==> src/rtl/autobus_pkg.sv <==
// autobus_pkg: shared default widths, error codes, FSM encoding and the
// error-priority picker used by the autobus receive path.
package autobus_pkg;

    localparam int DWID_DEF = 16;
    localparam int CWID_DEF = 16;

    localparam logic [2:0] ERR_NONE   = 3'd0;
    localparam logic [2:0] ERR_NOSOP  = 3'd1;
    localparam logic [2:0] ERR_DUPSOP = 3'd2;
    localparam logic [2:0] ERR_DATA   = 3'd3;
    localparam logic [2:0] ERR_LEN    = 3'd4;
    localparam logic [2:0] ERR_FRM    = 3'd5;
    localparam logic [2:0] ERR_GAP    = 3'd6;

    typedef enum logic {
        ST_IDLE = 1'b0,
        ST_PKT  = 1'b1
    } rx_state_e;

    // One flag per error class that can fire on a single beat.
    typedef struct packed {
        logic nosop;
        logic dupsop;
        logic data;
        logic len;
        logic frm;
        logic gap;
    } err_vec_t;

    // Several errors on one beat collapse to the highest-priority code.
    function automatic logic [2:0] err_pick(input err_vec_t e);
        if (e.nosop)       return ERR_NOSOP;
        else if (e.dupsop) return ERR_DUPSOP;
        else if (e.data)   return ERR_DATA;
        else if (e.len)    return ERR_LEN;
        else if (e.frm)    return ERR_FRM;
        else if (e.gap)    return ERR_GAP;
        else               return ERR_NONE;
    endfunction

endpackage

==> src/rtl/autobus_sat_cnt.sv <==
// autobus_sat_cnt: W-bit up counter that sticks at all-ones.
// clr restarts the count; clr together with inc restarts it at 1, which lets
// the beat counter count the first beat of a packet in the same cycle.
module autobus_sat_cnt
#(
    parameter int W = 16
) (
    input  logic         clk,
    input  logic         rst,
    input  logic         clr,
    input  logic         inc,
    output logic [W-1:0] q
);

    logic [W-1:0] r_q;

    // Count register: restart on clr, otherwise increment until all-ones.
    always_ff @(posedge clk) begin
        if (rst) begin
            r_q <= '0;
        end else if (clr) begin
            r_q    <= '0;
            r_q[0] <= inc;
        end else if (inc && !(&r_q)) begin
            r_q <= r_q + W'(1);
        end
    end

    assign q = r_q;

endmodule

==> src/rtl/autobus_rx.sv <==
// autobus_rx: receive end of the autobus stream. Drives rdy, checks packet
// and frame framing plus the per-packet data ramp, reports each error as a
// one-cycle err_vld pulse and keeps saturating good-packet, good-frame and
// error counters.
// Optional feature: define AUTOBUS_RX_GAP_CHK_EN to add the pkt_interval
// input and the minimum eop-to-sop gap check (code 6).
module autobus_rx
    import autobus_pkg::*;
#(
    parameter int DWID = DWID_DEF,
    parameter int CWID = CWID_DEF
) (
    input  logic            clk,
    input  logic            rst,
    input  logic            rx_en,
    input  logic [15:0]     sop_len,
    input  logic [15:0]     sof_len,
    input  logic            sop,
    input  logic            eop,
    input  logic            sof,
    input  logic            eof,
    input  logic [DWID-1:0] dat,
    input  logic            dav,
`ifdef AUTOBUS_RX_GAP_CHK_EN
    input  logic [15:0]     pkt_interval,
`endif
    output logic            rdy,
    output logic [31:0]     pkt_cnt,
    output logic [CWID-1:0] frm_cnt,
    output logic [CWID-1:0] err_cnt,
    output logic            err_vld,
    output logic [2:0]      err_code,
    output logic            err_flag
);

    rx_state_e       r_state, w_state_nxt;

    // Packet tracking
    logic [DWID-1:0] r_exp, w_exp_cur;
    logic [15:0]     r_sop_len, w_len_cur;
    logic [CWID-1:0] w_beat_q, w_beat_n;
    logic            r_data_seen, r_pkt_bad;

    // Frame tracking
    logic            r_frm_open, r_frm_bad;
    logic [15:0]     r_sof_len, w_sof_len_cur;
    logic [CWID-1:0] r_frm_pkts, w_pkts_cur;

    // Per-beat decode
    logic            w_sop_beat, w_beat_ok, w_close, w_data_bad;
    logic            w_opening, w_frm_open_now, w_last_pkt, w_frm_close;
    logic            w_beat_pkt_err, w_any_err, w_pkt_good, w_frm_good;
    logic            w_gap_err;
    err_vec_t        w_err;
    logic [2:0]      w_code;

    // Output registers
    logic            r_rdy, r_err_vld, r_err_flag;
    logic [2:0]      r_err_code;

    // Beat decode, error detection and next-state selection.
    always_comb begin
        // NOTE: every combinational output gets a default before any branch, so no latch is inferred.
        w_state_nxt = r_state;

        // A sop beat starts a packet from any state; a beat in IDLE without sop is dropped.
        w_sop_beat  = dav & sop;
        w_beat_ok   = dav & (sop | (r_state == ST_PKT));
        w_close     = w_beat_ok & eop;

        w_exp_cur   = w_sop_beat ? '0 : r_exp;
        w_len_cur   = w_sop_beat ? sop_len : r_sop_len;
        w_beat_n    = w_sop_beat ? CWID'(1)
                    : ((&w_beat_q) ? w_beat_q : w_beat_q + CWID'(1));
        w_data_bad  = w_beat_ok & (dat != w_exp_cur);

        // The frame may open on this very beat, so use its fresh length and a zero packet count.
        w_opening      = w_beat_ok & sof & sop & !r_frm_open;
        w_frm_open_now = r_frm_open | w_opening;
        w_sof_len_cur  = w_opening ? sof_len : r_sof_len;
        w_pkts_cur     = w_opening ? '0 : r_frm_pkts;
        w_last_pkt     = w_close & w_frm_open_now
                       & ((32'(w_pkts_cur) + 32'd1) == 32'(w_sof_len_cur));
        // Any eof on an accepted beat closes the open frame, legal or not, so the next sof is clean.
        w_frm_close    = w_frm_open_now & (w_last_pkt | (w_beat_ok & eof));

        w_err        = '0;
        w_err.nosop  = dav & !sop & (r_state == ST_IDLE);
        w_err.dupsop = dav & sop & (r_state == ST_PKT);
        w_err.data   = w_data_bad & (w_sop_beat | !r_data_seen);
        w_err.len    = w_close & (32'(w_beat_n) != 32'(w_len_cur));
        w_err.frm    = w_beat_ok & ((sof & !(sop & !r_frm_open))
                                  | (eof & !w_last_pkt)
                                  | (w_last_pkt & !eof));
        w_err.gap    = w_gap_err;
        w_any_err    = |w_err;
        w_code       = err_pick(w_err);

        // DUPSOP belongs to the aborted packet; the restarted packet starts clean.
        w_beat_pkt_err = w_data_bad | w_err.len | w_err.frm | w_err.gap;
        w_pkt_good     = w_close & !w_beat_pkt_err & (w_sop_beat | !r_pkt_bad);
        w_frm_good     = w_last_pkt & eof & !w_any_err & (w_opening | !r_frm_bad);

        if (w_beat_ok) begin
            w_state_nxt = eop ? ST_IDLE : ST_PKT;
        end
    end

    // FSM state register.
    always_ff @(posedge clk) begin
        // NOTE: sequential state uses non-blocking assignments so every flop samples pre-edge values.
        if (rst) r_state <= ST_IDLE;
        else     r_state <= w_state_nxt;
    end

    // Per-packet tracking: expected ramp value, latched length, error history.
    always_ff @(posedge clk) begin
        if (rst) begin
            r_exp       <= '0;
            r_sop_len   <= '0;
            r_data_seen <= 1'b0;
            r_pkt_bad   <= 1'b0;
        end else if (w_beat_ok) begin
            r_exp <= (&w_exp_cur) ? w_exp_cur : w_exp_cur + DWID'(1);
            if (w_sop_beat) begin
                r_sop_len   <= sop_len;
                r_data_seen <= w_data_bad;
                r_pkt_bad   <= w_beat_pkt_err;
            end else begin
                r_data_seen <= r_data_seen | w_data_bad;
                r_pkt_bad   <= r_pkt_bad | w_beat_pkt_err;
            end
        end
    end

    // Frame tracking: open flag, latched packets-per-frame, packets closed so far, error history.
    always_ff @(posedge clk) begin
        if (rst) begin
            r_frm_open <= 1'b0;
            r_frm_bad  <= 1'b0;
            r_sof_len  <= '0;
            r_frm_pkts <= '0;
        end else begin
            if (w_frm_close) begin
                r_frm_open <= 1'b0;
                r_frm_pkts <= '0;
            end else if (w_opening) begin
                r_frm_open <= 1'b1;
                r_frm_pkts <= w_close ? CWID'(1) : '0;
            end else if (w_close && r_frm_open && !(&r_frm_pkts)) begin
                r_frm_pkts <= r_frm_pkts + CWID'(1);
            end

            if (w_opening) begin
                r_sof_len <= sof_len;
                r_frm_bad <= w_any_err;
            end else if (r_frm_open) begin
                r_frm_bad <= r_frm_bad | w_any_err;
            end
        end
    end

`ifdef AUTOBUS_RX_GAP_CHK_EN
    logic [15:0] r_gap_cnt, r_gap_min;
    logic        r_gap_armed;

    // Idle-cycle counter from the last eop; the minimum gap is latched with that eop.
    always_ff @(posedge clk) begin
        if (rst) begin
            r_gap_cnt   <= '0;
            r_gap_min   <= '0;
            r_gap_armed <= 1'b0;
        end else if (w_close) begin
            r_gap_cnt   <= '0;
            r_gap_min   <= pkt_interval;
            r_gap_armed <= 1'b1;
        end else if (!(&r_gap_cnt)) begin
            r_gap_cnt <= r_gap_cnt + 16'd1;
        end
    end

    // Only a sop that opens a packet from IDLE is gap-checked; none before the first eop.
    assign w_gap_err = dav & sop & (r_state == ST_IDLE) & r_gap_armed
                     & (r_gap_cnt < r_gap_min);
`else
    assign w_gap_err = 1'b0;
`endif

    // Ready and error reporting registers; err_code holds until the next error.
    always_ff @(posedge clk) begin
        if (rst) begin
            r_rdy      <= 1'b0;
            r_err_vld  <= 1'b0;
            r_err_code <= ERR_NONE;
            r_err_flag <= 1'b0;
        end else begin
            r_rdy      <= rx_en;
            r_err_vld  <= w_any_err;
            r_err_flag <= r_err_flag | w_any_err;
            if (w_any_err) begin
                r_err_code <= w_code;
            end
        end
    end

    autobus_sat_cnt #(.W(CWID)) u_beat_cnt (
        .clk (clk),
        .rst (rst),
        .clr (w_sop_beat),
        .inc (w_beat_ok),
        .q   (w_beat_q)
    );

    autobus_sat_cnt #(.W(32)) u_pkt_cnt (
        .clk (clk),
        .rst (rst),
        .clr (1'b0),
        .inc (w_pkt_good),
        .q   (pkt_cnt)
    );

    autobus_sat_cnt #(.W(CWID)) u_frm_cnt (
        .clk (clk),
        .rst (rst),
        .clr (1'b0),
        .inc (w_frm_good),
        .q   (frm_cnt)
    );

    autobus_sat_cnt #(.W(CWID)) u_err_cnt (
        .clk (clk),
        .rst (rst),
        .clr (1'b0),
        .inc (w_any_err),
        .q   (err_cnt)
    );

    assign rdy      = r_rdy;
    assign err_vld  = r_err_vld;
    assign err_code = r_err_code;
    assign err_flag = r_err_flag;

endmodule

==> config.mk <==
export PLATFORM = sky130hd
export DESIGN_NAME = autobus_rx
export DESIGN_NICKNAME = d
export VERILOG_FILES = /design/src/rtl/autobus_pkg.sv /design/src/rtl/autobus_sat_cnt.sv /design/src/rtl/autobus_rx.sv
export SDC_FILE = /design/constraint.sdc
export NUM_CORES = 1
export LEC_CHECK = 0
export ABC_AREA = 1
export BUFFER_PORTS_ARGS = -buffer_cell sky130_fd_sc_hd__buf_2
export CAP_MARGIN = 20
export CORE_ASPECT_RATIO = 0.6
export CORE_MARGIN = 1.5
export CORE_UTILIZATION = 64
export DETAILED_ROUTE_END_ITERATION = 7
export GPL_TIMING_DRIVEN = 1
export PLACE_DENSITY = 0.86
export SLEW_MARGIN = 40
export SYNTH_ARGS = -nofsm -noshare
export SYNTH_HDL_FRONTEND = slang
export SYNTH_HIERARCHICAL = 1
export SYNTH_SLANG_ARGS = --single-unit
==> constraint.sdc <==
create_clock -name clk -period 9.6 [get_ports clk]
set_clock_uncertainty 0.2 [all_clocks]
set_input_delay 1.92 -clock clk [delete_from_list [all_inputs] [get_ports clk]]
set_output_delay 1.92 -clock clk [all_outputs]
set_load 0.02 [all_outputs]
==> results.toml, run 1 <==
[die]
core_area_mm2 = 0.0153
ios = 126
chipWidth_um = 164
rows = 35
start_util_pct = 65.3
dieArea_mm2 = 0.0164
die_h_um = 99.7

[clocking]
cts_buffers = 17
cts-root-buf = "clkbuf_16"
cts_setup_buffers = 0
cts_tree = "built"
clk_latency_ns = 0.43
clk_pin_slew_worst_paths_ns = 0.06
postCtsHoldBufs = 0
ctsResizeCount = 0
clkSinkCount = 155
cts_max_level = 4
clockBufferDepth = 2

[power]
switching_share_pct = 26.0
ir_worst_vdd_uv = 102
power_frac_seq_pct = 44.5
clockPowerShare_pct = 45.5
leakagePower_uw = 0.00500
pwr-share-comb_pct = 10.0
powerDensity_mw_per_mm2 = 133
p_int_uw = 1110
switching_power_uw = 389

[finish]
seqCellArea_mm2 = 0.00310
final_nets = 1798
num-fill-cells = 1320
layout_common_cells = "nand2_1, nor2_1, inv_1, nand3_1, dfxtp_1"
multi_input_comb_area_mm2 = 0.00592
area_growth_pct = 12.8
drive_gt1_share_pct = 13.7
layout_commonest_cell = "nand2_1"
diodes = 0

[synth]
syn_area_mm2 = 0.00998
ys_seq_area_share_pct = 31.1
ys_warn_count = 6
ys_ff_latch = 155
syn_inst = 1619
syn_area_per_cell_um2 = 6.16
synthDistinctLibCells = 48

[setup_path]
crit_end = "u_frm_cnt/q[9]"
rrSetupSlack_ns = 4.95
reg2reg_from = "r_frm_open"
critical_path_class = "input pin to flop"
crit_required_ns = 9.76
reg2reg_to = "u_frm_cnt/q[9]"
startpoint_type = "input pin"
startpoint = "sop"
worst-r2r-cell-count = 28
end_kind = "flop"
worst_ep_arrival_time_ns = 5.92
crit_path_max_fanout = 51

[detailed_routing]
drc = 0
via_per_inst = 5.54
ant_nets = 0
num_vias = 10805
wl_um = 27300
dr.pass1.iters = 6
wire_per_inst_um = 14.0
drt-initial-drc-count = 1072

[timing]
worst_slew_pin_slew_ns = 0.742
finalHoldViolCount = 0
finalSetupTns_ns = 0
timing.fmax_mhz = 174
drv_slew = 0
period_needed_ns = 5.76
slew_headroom_pct = 50.2
setup_viol = 0
hold_ws_ns = 0.272
min_period_over_period_pct = 60.0
rsz0062_at_grt = "false"

[placement]
place.gp.congestion = 0.963
io_buffer_count = 125
hpwlAfterDp_um = 20100

[job]
cap_violations = 0

[global_route]
gr-usage-all-layers_pct = 33.7
gr-total-overflow = 0
grt_pass1_wl_um = 44200
antenna_found_initial = 0
grt_max_degree = 63
grt_pass1_vias = 9260

[hold_path]
hp-class = "flop to flop"

[run_status]
status = "complete, no violations"
-- final cells by class --
type	count	area share [%]
Multi-Input combinational cell	1240	52.6
Clock inverter	12	1.24
Timing Repair Buffer	129	5.86
Sequential cell	155	27.6
Inverter	191	6.39
Clock buffer	20	4.06
Tap cell	203	2.26
-- synth_stat cells (all sizes together) --
cell,count,share of area (%)
a21o,4,0.30
xor2,22,1.9
and3,2,0.13
nand2,502,20
clkbuf,10,0.38
or2,13,0.82
nor4,5,0.31
ha,8,1.0
a31oi,1,0.063
nor3,15,0.80
a21boi,1,0.075
a211oi,2,0.15
o22ai,1,0.063
buf,31,2.3
nor2,284,12
nor3b,2,0.20
conb,1,0.038
inv,191,7.2
nand4,33,2.3
nand3b,6,0.45
a21oi,84,4.6
nand3,166,8.5
mux2i,8,0.80
xnor2,25,2.2
a221oi,1,0.088
dfxtp,155,31
o21ai,38,1.9
o21bai,3,0.23
and2,1,0.063
o211ai,4,0.30
-- kinds of logic after synthesis --
logic type | share of synthesized area, %
AND/OR/NAND/NOR | 45.3
buffers and inverters | 9.91
flip-flops | 31.1
AO/OA/AOI/OAI | 7.76
XOR/XNOR | 4.13
adder cells (fa/ha/maj) | 1.00
multiplexers | 0.803
other | 0.0376
-- power groups by stage --
stage | sequential (uW) | combinational [uW] | clock (uW)
detailed placement | 679 | 146 | 0
global placement | 678 | 142 | 0
CTS | 664 | 147 | 689
global route | 666 | 166 | 716
finish | 665 | 150 | 681
floorplan | 681 | 105 | 0
-- registers in the layout (all words and copies together), names as in the netlist --
name and count:
u_pkt_cnt/q 32, r_exp 16, r_frm_pkts 16, r_sof_len 16
r_sop_len 16, u_beat_cnt/q 16, u_err_cnt/q 16, u_frm_cnt/q 16
err_code 3, err_flag 1, err_vld 1, r_data_seen 1
r_frm_bad 1, r_frm_open 1, r_pkt_bad 1, r_state 1
rdy 1
-- how the worst min path moves through the flow --
stage / from / end / depth (start not counted)
2_1_floorplan: r_exp[8] / r_exp[9] / 2
3_3_place_gp: r_exp[8] / r_exp[9] / 2
3_5_place_dp: r_data_seen / r_data_seen / 2
4_1_cts: r_exp[8] / r_exp[9] / 2
5_1_grt: err_code[0] / err_code[0] / 2
6_report: r_data_seen / r_data_seen / 2
-- per-layer routing --
| layer | up-vias | part of all wire, % | global-route usage [%] | routed length (um) |
|---|---|---|---|---|
| met5 | - | 0 | 0 | 0 |
| met4 | 0 | 1.7 | 9.51 | 452 |
| met3 | 48 | 11 | 6.01 | 3060 |
| met2 | 574 | 40 | 48.1 | 11000 |
| met1 | 4823 | 47 | 51.2 | 12900 |
| li1 | 5360 | - | - | - |
-- stage by stage --
step           util, %  worst slack (ns)  instances  total power, uW  cell area (um^2)
4_1_cts           73.5              3.87       1949             1500             11200
5_1_grt           73.7              3.47       1950             1550             11300
3_5_place_dp      69.6              3.43       1917              825             10600
2_1_floorplan        -              4.38       1627              786             10000
6_report          73.7              3.84       1950             1500             11300
3_3_place_gp      69.6              3.61       1917              820             10600
-- worst max-delay path, stage by stage --
cell and delay (ns):
buf_2 0.14, nand4_2 0.08, buf_4 0.44, nand2_1 0.19, inv_1 0.10, ha_1 0.23, nand3_1 0.12, nand2_1 0.08
nand2_1 0.05, nor2_1 0.14, nor2_1 0.06, nor2_1 0.10, nand2_1 0.06, nor2_1 0.09, nand3_1 0.11, nor2_1 0.14
nand2_1 0.08, nand2_1 0.07, nand2_1 0.06, nand2_2 0.10, nand4_4 0.16, nor3_1 0.57, nand2_2 0.23, nand2_4 0.27
nand2_1 0.10, nand2_1 0.07, nand2_1 0.04, nor2_1 0.10
(Power assumes the default switching activity.)
==> inputs of run 2 (changes only) <==
- CORE_UTILIZATION: 64 -> 59
- PLACE_DENSITY: 0.86 -> 0.8
- clock period: 9.6 -> 5.6 ns (I/O delays scaled with it)
==> results.toml, run 2 (synthesized netlist as in run 1, its figures left out) <==
[die]
die_h_um = 104
rows = 36
core_area_mm2 = 0.0164
ios = 126
chipWidth_um = 171
start_util_pct = 60.8
dieArea_mm2 = 0.0177

[detailed_routing]
drc = 2
via_per_inst = 5.37
wire_per_inst_um = 13.8
num_vias = 10614
drt-initial-drc-count = 1324
dr.pass1.iters = 8
wl_um = 27300
ant_nets = 0

[power]
leakagePower_uw = 0.00500
powerDensity_mw_per_mm2 = 226
ir_worst_vdd_uv = 208

[finish]
final_nets = 1800
layout_common_cells = "nand2_1, nor2_1, inv_1, nand3_1, dfxtp_1"
area_growth_pct = 13.1
layout_commonest_cell = "nand2_1"
largest_register_ffs = 32
diodes = 0
drive_gt1_share_pct = 13.7

[run_status]
status = "finished, violations left"
violations = "DRC"

[setup_path]
crit_required_ns = 5.77
reg2reg_from = "u_beat_cnt/q[0]"
rrSetupSlack_ns = 1.34
startpoint_type = "input pin"
critical_path_class = "input pin to flop"
end_kind = "flop"
reg2reg_to = "u_frm_cnt/q[9]"
crit_path_max_fanout = 23
worst-r2r-cell-count = 20
worst_ep_arrival_time_ns = 4.66

[hold_path]
min_to = "err_flag"
min-delay-start = "err_flag"
hp-class = "flop to flop"
holdPathStages = 2

[global_route]
grt_pass1_wl_um = 44100
antenna_found_initial = 0
gr-total-overflow = 0
grt_pass1_vias = 9021
grt_max_degree = 51
gr-usage-all-layers_pct = 30.8

[placement]
hpwlAfterDp_um = 20100
io_buffer_count = 125
place.gp.congestion = 0.966

[timing]
setup_viol = 0
worst_slew_pin_slew_ns = 0.820
slew_headroom_pct = 45.3
finalSetupTns_ns = 0
period_needed_ns = 4.49
hold_ws_ns = 0.252
drv_slew = 0
finalHoldViolCount = 0
min_period_over_period_pct = 80.1
rsz0062_at_grt = "false"
timing.fmax_mhz = 223

[job]
cap_violations = 0

[clocking]
cts_buffers = 17
ctsResizeCount = 0
clk_latency_ns = 0.43
cts_max_level = 4
cts_tree = "built"
clk_pin_slew_worst_paths_ns = 0.06
cts-root-buf = "clkbuf_16"
cts_setup_buffers = 0
clkSinkCount = 155
clockBufferDepth = 2
postCtsHoldBufs = 0
==> run 2: changes by cell type in the layout (fill, tap and decap cells not counted), sizes merged <==
cell and delta:
buf +2, clkbuf +1, clkinvlp +1, clkinv -2
==> run 2: how the worst max path moves through the flow <==
stage | startpoint | endpoint | slack (ns) | cells past startpoint
after CTS | sop | u_frm_cnt/q[9] | 1.10 | 21
final | sop | u_frm_cnt/q[9] | 1.11 | 21
after detailed placement | sop | u_frm_cnt/q[9] | 0.67 | 21
after global routing | sop | u_frm_cnt/q[9] | 0.63 | 27
after global placement | sop | u_frm_cnt/q[9] | 0.79 | 21
after floorplan | sop | u_frm_cnt/q[12] | 1.18 | 28
==> run 2: per-stage QoR <==
step | instance area, um^2 | util (%) | worst slack (ns) | cells | total power [uW]
2_1_floorplan | 10000 | - | 1.18 | 1627 | 1350
3_3_place_gp | 10700 | 65.3 | 0.787 | 1945 | 1410
3_5_place_dp | 10700 | 65.3 | 0.669 | 1945 | 1420
4_1_cts | 11300 | 68.8 | 1.10 | 1977 | 2550
5_1_grt | 11300 | 68.8 | 0.633 | 1977 | 2630
6_report | 11300 | 68.8 | 1.11 | 1977 | 2550
==> run 2: report_power, final <==
part / total, uW / switching (uW) / internal, uW
clock: 1150 / 484 / 666
sequential: 1140 / 14.7 / 1130
combinational: 254 / 168 / 86.2
==> run 2: layout make-up <==
cell class                      count  area, um^2
Tap cell                          228         285
Timing Repair Buffer              131         683
Clock buffer                       21         450
Multi-Input combinational cell   1240        5920
Sequential cell                   155        3100
Clock inverter                     11         119
Fill cell                        1527        5110
Inverter                          191         719
==> run 2: metal layers <==
metal	up-vias	track usage [%]	wire, um
met2	498	43.5	10900
met5	-	0	0
met4	0	6.89	322
li1	5350	-	-
met1	4729	46.8	13200
met3	37	7.49	2880
==> run 2: critical path, stage by stage <==
cell	delay (ns)
buf_2	0.14
nand2_2	0.39
inv_2	0.26
or2_2	0.33
o21ai_0	0.16
inv_1	0.07
nand2_1	0.07
nand2_1	0.05
nor2_1	0.09
nand3_1	0.07
nor2_1	0.11
nand3_1	0.14
nand2_1	0.23
nand4_4	0.20
nor3_1	0.47
nand2_2	0.20
nand2_4	0.25
nand2_1	0.10
nand2_1	0.07
nand2_1	0.04
nor2_1	0.09
